$ cat config.mk
export PLATFORM = sky130hd
export DESIGN_NAME = inst_sequencer
export DESIGN_NICKNAME = d
export VERILOG_FILES = /design/src/rtl/cpu_pkg.sv /design/src/rtl/inst_sequencer_pc_reg.sv /design/src/rtl/inst_sequencer.sv
export SDC_FILE = /design/constraint.sdc
export NUM_CORES = 1
export LEC_CHECK = 0
export ABC_AREA = 1
export CELL_PAD_IN_SITES_DETAIL_PLACEMENT = 0
export CELL_PAD_IN_SITES_GLOBAL_PLACEMENT = 1
export CORE_AREA = 2 2 66 68
export CTS_CLUSTER_DIAMETER = 150
export DETAILED_ROUTE_END_ITERATION = 6
export DIE_AREA = 0 0 68 70
export GPL_ROUTABILITY_DRIVEN = 0
export HOLD_SLACK_MARGIN = 0.08
export PLACE_DENSITY_LB_ADDON = 0.15
export SLEW_MARGIN = 30
export SYNTH_ARGS = -nofsm -noshare
export SYNTH_HDL_FRONTEND = slang
export SYNTH_SLANG_ARGS = --single-unit
$ cat constraint.sdc
create_clock -name clk -period 1.8 [get_ports clk]
set_input_delay 0.18 -clock clk [delete_from_list [all_inputs] [get_ports clk]]
set_output_delay 0.18 -clock clk [all_outputs]
set_load 0.02 [all_outputs]
$ cat src/rtl/cpu_pkg.sv
// -----------------------------------------------------------------------------
// cpu_pkg
// Shared definitions for the 8-bit CPU core: instruction width, the opcode
// constants the sequencer needs to recognise, and the sequencer state enum.
// No ports (package).
// -----------------------------------------------------------------------------
package cpu_pkg;

    localparam int INST_W = 8;

    // Opcodes live in the top five bits of the instruction byte.
    localparam logic [4:0] OP_NOP  = 5'd0;
    localparam logic [4:0] OP_MOVI = 5'd2;
    localparam logic [4:0] OP_HALT = 5'd31;

    typedef enum logic [2:0] {
        ST_FETCH = 3'd0,
        ST_CONST = 3'd1,
        ST_EXEC  = 3'd2,
        ST_IDLE  = 3'd3,
        ST_HALT  = 3'd4
    } seq_state_e;

    // Extract the opcode field from an instruction byte.
    function automatic logic [4:0] opcode_of(input logic [INST_W-1:0] ib);
        return ib[INST_W-1 -: 5];
    endfunction

endpackage

$ cat src/rtl/inst_sequencer_pc_reg.sv
// -----------------------------------------------------------------------------
// pc_reg
// Program counter: loadable, incrementing ADDR_W-bit register. Increment wraps
// modulo 2^ADDR_W with no carry flag. Load has priority over increment.
//
// Ports:
//   clk      in   system clock, rising edge
//   rst      in   asynchronous active-high reset, loads RESET_PC
//   load     in   load load_val this cycle
//   load_val in   ADDR_W value to load
//   inc      in   increment this cycle
//   pc       out  ADDR_W current counter value
// -----------------------------------------------------------------------------
module pc_reg #(
    parameter int                ADDR_W   = 8,
    parameter logic [ADDR_W-1:0] RESET_PC = '0
) (
    input  logic              clk,
    input  logic              rst,
    input  logic              load,
    input  logic [ADDR_W-1:0] load_val,
    input  logic              inc,
    output logic [ADDR_W-1:0] pc
);

    logic [ADDR_W-1:0] pc_d;
    logic [ADDR_W-1:0] pc_q;

    always_comb begin
        pc_d = pc_q;
        if (load) begin
            pc_d = load_val;
        end else if (inc) begin
            pc_d = pc_q + {{(ADDR_W-1){1'b0}}, 1'b1};
        end
    end

    always_ff @(posedge clk or posedge rst) begin
        if (rst) begin
            pc_q <= RESET_PC;
        end else begin
            pc_q <= pc_d;
        end
    end

    assign pc = pc_q;

endmodule

$ cat src/rtl/inst_sequencer.sv
// -----------------------------------------------------------------------------
// inst_sequencer
// Fetch/execute sequencer for the 8-bit CPU core. Fetches one instruction byte
// (plus a trailing constant byte for move-const) from program memory over a
// request/ready handshake, holds it for the decoder and issues a one-cycle
// execute strobe that gates register writes.
//
// Optional feature macro: HALT_INST_EN
//   defined   -> opcode 11111 executes once, then the core parks in HALT
//   undefined -> 11111 is an ordinary opcode, halted is tied low
//
// Ports:
//   clk        in   system clock, rising edge
//   rst        in   asynchronous active-high reset
//   memAddr    out  ADDR_W read address (current pc)
//   memRd      out  read request, held until memRdy
//   memRdy     in   read complete, memData valid this cycle
//   memData    in   8  read data
//   stall      in   hold off the next fetch (sampled in EXEC/IDLE only)
//   inst       out  8  instruction register to the decoder
//   constData  out  8  constant operand of the last move-const
//   execEn     out  one-cycle execute strobe
//   pc         out  ADDR_W program counter
//   halted     out  core halted
// -----------------------------------------------------------------------------
module inst_sequencer
    import cpu_pkg::*;
#(
    parameter int                ADDR_W   = 8,
    parameter logic [ADDR_W-1:0] RESET_PC = '0
) (
    input  logic              clk,
    input  logic              rst,
    output logic [ADDR_W-1:0] memAddr,
    output logic              memRd,
    input  logic              memRdy,
    input  logic [INST_W-1:0] memData,
    input  logic              stall,
    output logic [INST_W-1:0] inst,
    output logic [INST_W-1:0] constData,
    output logic              execEn,
    output logic [ADDR_W-1:0] pc,
    output logic              halted
);

    seq_state_e        state_q, state_d;
    logic [INST_W-1:0] inst_q, inst_d;
    logic [INST_W-1:0] const_q, const_d;
    logic              pc_inc;
    logic              fetch_st;

    // No branch instructions yet, so the counter is never loaded.
    pc_reg #(
        .ADDR_W   (ADDR_W),
        .RESET_PC (RESET_PC)
    ) u_pc (
        .clk      (clk),
        .rst      (rst),
        .load     (1'b0),
        .load_val ({ADDR_W{1'b0}}),
        .inc      (pc_inc),
        .pc       (pc)
    );

    always_ff @(posedge clk or posedge rst) begin
        if (rst) begin
            state_q <= ST_FETCH;
            inst_q  <= {OP_NOP, 3'b000};
            const_q <= '0;
        end else begin
            state_q <= state_d;
            inst_q  <= inst_d;
            const_q <= const_d;
        end
    end

    always_comb begin
        state_d = state_q;
        inst_d  = inst_q;
        const_d = const_q;
        pc_inc  = 1'b0;
        case (state_q)
            ST_FETCH: begin
                if (memRdy) begin
                    inst_d  = memData;
                    pc_inc  = 1'b1;
                    state_d = (opcode_of(memData) == OP_MOVI) ? ST_CONST : ST_EXEC;
                end
            end
            ST_CONST: begin
                if (memRdy) begin
                    const_d = memData;
                    pc_inc  = 1'b1;
                    state_d = ST_EXEC;
                end
            end
            ST_EXEC: begin
`ifdef HALT_INST_EN
                if (opcode_of(inst_q) == OP_HALT) begin
                    state_d = ST_HALT;
                end else if (stall) begin
                    state_d = ST_IDLE;
                end else begin
                    state_d = ST_FETCH;
                end
`else
                if (stall) begin
                    state_d = ST_IDLE;
                end else begin
                    state_d = ST_FETCH;
                end
`endif
            end
            ST_IDLE: begin
                if (!stall) begin
                    state_d = ST_FETCH;
                end
            end
            ST_HALT: begin
                state_d = ST_HALT;
            end
            default: begin
                state_d = ST_FETCH;
            end
        endcase
    end

    assign fetch_st = (state_q == ST_FETCH) || (state_q == ST_CONST);

    // The request is a state decode; gating with rst withdraws it the moment
    // reset asserts, since the state register already sits in FETCH then.
    assign memRd     = fetch_st && !rst;
    assign memAddr   = pc;
    assign inst      = inst_q;
    assign constData = const_q;
    assign execEn    = (state_q == ST_EXEC);

`ifdef HALT_INST_EN
    assign halted = (state_q == ST_HALT);
`else
    assign halted = 1'b0;
`endif

endmodule
# Word level (Yosys, flattened, before mapping)
# Index checks and enable logic that the tools add are counted.
# totals
ff_bits,27
inputBits,12
output_inout_bits,35
wordCells,29
# op_classes
n_addsub,1
eq_ne,8
n_mux,8
reduce_logical,8
# op_table
cell,count
3-bit case mux with 5 select lines,1
3-bit two-way mux,3
8-bit by 1-bit adder with 8-bit output (second input constant),1
3-bit by 2-bit equality test with 1-bit output (second input constant),2
2-bit != test (second input constant),3
5-bit by 2-bit equality test with 1-bit output (second input constant),1
2-bit two-way mux,2
2-bit AND reduction,2
3-bit by 1-bit equality test with 1-bit output (second input constant),1
3-bit equality test (second input constant),1
3-bit zero test,1
3-bit AND reduction,1
1-bit two-way mux,2
2-bit OR reduction,1
1-bit logical AND,1
1-bit zero test,1
1-bit logical OR,1

# Logic depth before layout (Yosys ltp)
# logic_depth
word_depth,4
ltp_mapped,7

# Cells and area by module
# A second synthesis with hierarchy kept.
# hier_totals
cells_unflattened,169
area_unflattened_um2,1455.1
# by_module_without_submodules
mod,n_inst,cells_per_inst,area_each_um2,seq_area_each_um2
inst_sequencer,1,105,964.7,475.5
pc_reg,1,64,490.5,200.2

# Least setup slack after synthesis
# No wires, ideal clock.
# synth_timing
kind,reg-to-reg
startpoint,register u_pc.pc_q[0] (netlist: u_pc.pc[0])
endpoint,register u_pc.pc_q[6] (netlist: u_pc.pc[6])
setup_time_ns,0.117
arrival_time_ns,1.131
required_time_ns,1.683
path_slack_ns,0.552
stages_incl_launch_ff,7
n_path_buf,0
period_less_slack_ns,1.248
path_cell_list,dfrtp_1 -> ha_1 -> nand3_1 -> nor2_1 -> nand2_1 -> nand2_1 -> nand2_1
# synth_between
elab_chain_cells,1
# synth_rtl
element,line,rtl
start: declaration,inst_sequencer_pc_reg.sv:27,logic [ADDR_W-1:0] pc_q;
start signal: assignment,inst_sequencer_pc_reg.sv:42,pc_q <= pc_d;
8-bit by 1-bit adder with 8-bit output,inst_sequencer_pc_reg.sv:34,"pc_d = pc_q + {{(ADDR_W-1){1'b0}}, 1'b1};"
# No other way between the ends.
# A chain may end at the register's enable or synchronous reset.

# Final worst setup path
# layout_timing
startpoint,register state_q[0]
endpoint,output port execEn
# layout_between
elab_chain_cells,1
# layout_rtl
element,line,rtl
start: declaration,inst_sequencer.sv:46,"seq_state_e state_q, state_d;"
start signal: assignment,inst_sequencer.sv:71,state_q <= state_d;
3-bit by 2-bit equality test with 1-bit output,inst_sequencer.sv:136,assign execEn = (state_q == ST_EXEC);
end: declaration,inst_sequencer.sv:41,"output logic execEn,"
# No other way between the ends.

==> out/metrics.yaml <==
post_route_cells_drive_above_1_share: 0.125
worstHoldPathType: "input port to asynchronous set/reset pin"
area_growth_syn_to_layout_pct: 34.8
cts_root_buf: "clkbuf_8"
synth_edf_count: 0
period_needed_ns: 1.73
grt_pass1_vias: 1065
max_freq_mhz: 579
dr.pass1.iters: 4
drc: 0
coreArea_mm2: 0.00414
cp_data_required_time_ns: 1.62
ys_ff_latch: 27
worstReg2RegEnd: "inst[0]$_DFFE_PP0P_"
h-tree-depth: 1
rsz0062_at_grt: "no"
drv_cap: 0
leakage_nw: 0.898
viasPerCell: 4.34
total_power_mw: 3.07
finalSetupViolCount: 0
post-cts-setup-buffer-count: 0
antenna_cells: 0
dieArea_mm2: 0.00476
initial_utilization: 0.331
clock_path_buffers: 2
critPathBufInv: 2
finalNonFillerCells: 252
ant_nets: 0
synth-seq-area-share: 0.492
first_iter_violations: 55
cp_max_fo: 3
post-dp-hpwl_mm: 2.09
regToRegStartpoint: "state_q[1]$_DFFE_PP0P_"
setup_tns_ns: 0
slowest_stage: "clkdlybuf4s50_1"
cts_tree: "built"
path_cells: "inv_2 > nand2_1 > nor2_1 > clkdlybuf4s50_1"
dp_cells: 248
crit_type: "flip-flop to output port"
yosysWarningCount: 0
cp_data_arrival_time_ns: 1.55
syn-cell-area_mm2: 0.00137
nets: 214
synth_area_leaders: "dfrtp_1 (49%), nand2_1 (14%), o21ai_2 (6.4%), inv_1 (5.2%), buf_4 (4.9%)"
hold_violations: 0
r2r_slack_ns: 0.49
path_clk_slew_ns: 0.09
fin_skew_ns: 0.00678
final_max_slew_viol_count: 0
die_w_um: 68
grt_usage: 0.130
synth_ff_type: "dfrtp_1"
ios: 47
r2r_cells: 6
synthMostInstantiatedCell: "nand2_1"
die_h_um: 70
cp-start-kind: "flip-flop"
post-route-util: 0.447
grt-ovfl-total: 0
yosysUniqueCellTypes: 23
synth.top_cell.area_share: 0.492
cpPeakStageDelay_ns: 0.60
power_density_mw_per_mm2: 1660
synth.largest_area_cell: "dfrtp_1"
synthCells: 161
clkSinkCount: 27
ys_top_cells_by_count: "nand2_1 (51), dfrtp_1 (27), inv_1 (19)"
grt_pass1_wl_mm: 4.75
status: "completed"
cts_buffers: 3
peakVddDrop_mv: 0.692
syn_avg_cell_area_um2: 8.53
num_vias: 1093
io_buffers: 45
post_drt_wl_per_cell_um: 10.8
grt_antenna_before_repair: 0
period_share: 0.960
critPathCaptureType: "output port"
grt_start_max_net_pins: 28
path_delay_family: "buffers and inverters"
fp-row-count: 24
drt-total-wl_mm: 2.72
synthesis.nets: 174
clk_latency_ns: 0.27
synthArstFlopShare: 1.00
## worst max-delay path by stage
stage / from / to / depth (start not counted)
finish: state_q[0]$_DFFE_PP0P_ / execEn / 4
detailed placement: memRdy / u_pc.pc[6]$_DFFE_PP0P_ / 6
global placement: rst / memRd / 3
floorplan: u_pc.pc[0]$_DFFE_PP0P_ / u_pc.pc[6]$_DFFE_PP0P_ / 6
global route: state_q[0]$_DFFE_PP0P_ / execEn / 4
CTS: state_q[0]$_DFFE_PP0P_ / execEn / 4
## area by class of cell
class	count	area, um2
Sequential cell	27	676
Multi-Input combinational cell	101	524
Clock inverter	1	5.00
Tap cell	52	65.1
Fill cell	418	2290
Inverter	22	82.6
Timing Repair Buffer	46	457
Clock buffer	3	41.3
## through the flow
stage | worst slack, ns | cell area (um2) | hold WS (ns)
finish | 0.0723 | 1850 | 0.287
global route | 0.00531 | 1850 | 0.349
CTS | 0.0538 | 1850 | 0.306
detailed placement | 0.295 | 1810 | 0.469
global placement | 0.316 | 1810 | 0.467
floorplan | 0.552 | 1370 | 0.233
## per-layer routing
layer  part of all wire  routed length, um  global-route usage  vias to the layer above
li1                   -                  -                   -                      560
met1               0.46               1260               0.175                      499
met2               0.48               1310               0.202                       29
met3              0.039                105              0.0258                        5
met4              0.018                 48              0.0533                        0
met5                  0                  0                   0                        -
## placed cells by master, fill, tap and decap left out, types with 3 or more instances in the layout
master,n
nor2_1,11
o21ai_1,6
inv_2,3
clkdlybuf4s50_1,44
clkbuf_8,3
nand2_1,51
nand3_1,4
xor2_1,3
dfrtp_1,27
inv_1,19
o21ai_2,10
## where the power goes
group / internal [mW] / leakage [nW] / switching, mW
Sequential: 0.855 / 0.337 / 0.207
Clock: 0.155 / 0.0255 / 0.184
Combinational: 0.768 / 0.535 / 0.900
## worst min-delay path: stages
cell	delay (ns)
clkdlybuf4s50_1	0.42
inv_1	0.06
buf_4	0.32
## what timing repair did
| action | 4_1_cts | 5_1_grt |
|---|---|---|
| resized for setup | 1 | 0 |
| endpoints found under the hold margin | 0 | 0 |
| setup endpoints to repair | 1 | 0 |
| hold buffers | 0 | 0 |
## cells by family after synthesis
logic type | count (synthesis) | share of synthesized area
compound gates | 18 | 0.0948
xor+xnor | 4 | 0.0255
fa+ha+maj | 1 | 0.00911
buf+inv | 33 | 0.126
flops | 27 | 0.492
other cells | 1 | 0.00273
simple gates | 77 | 0.250
Note: power is estimated with default switching activity, not from simulation.
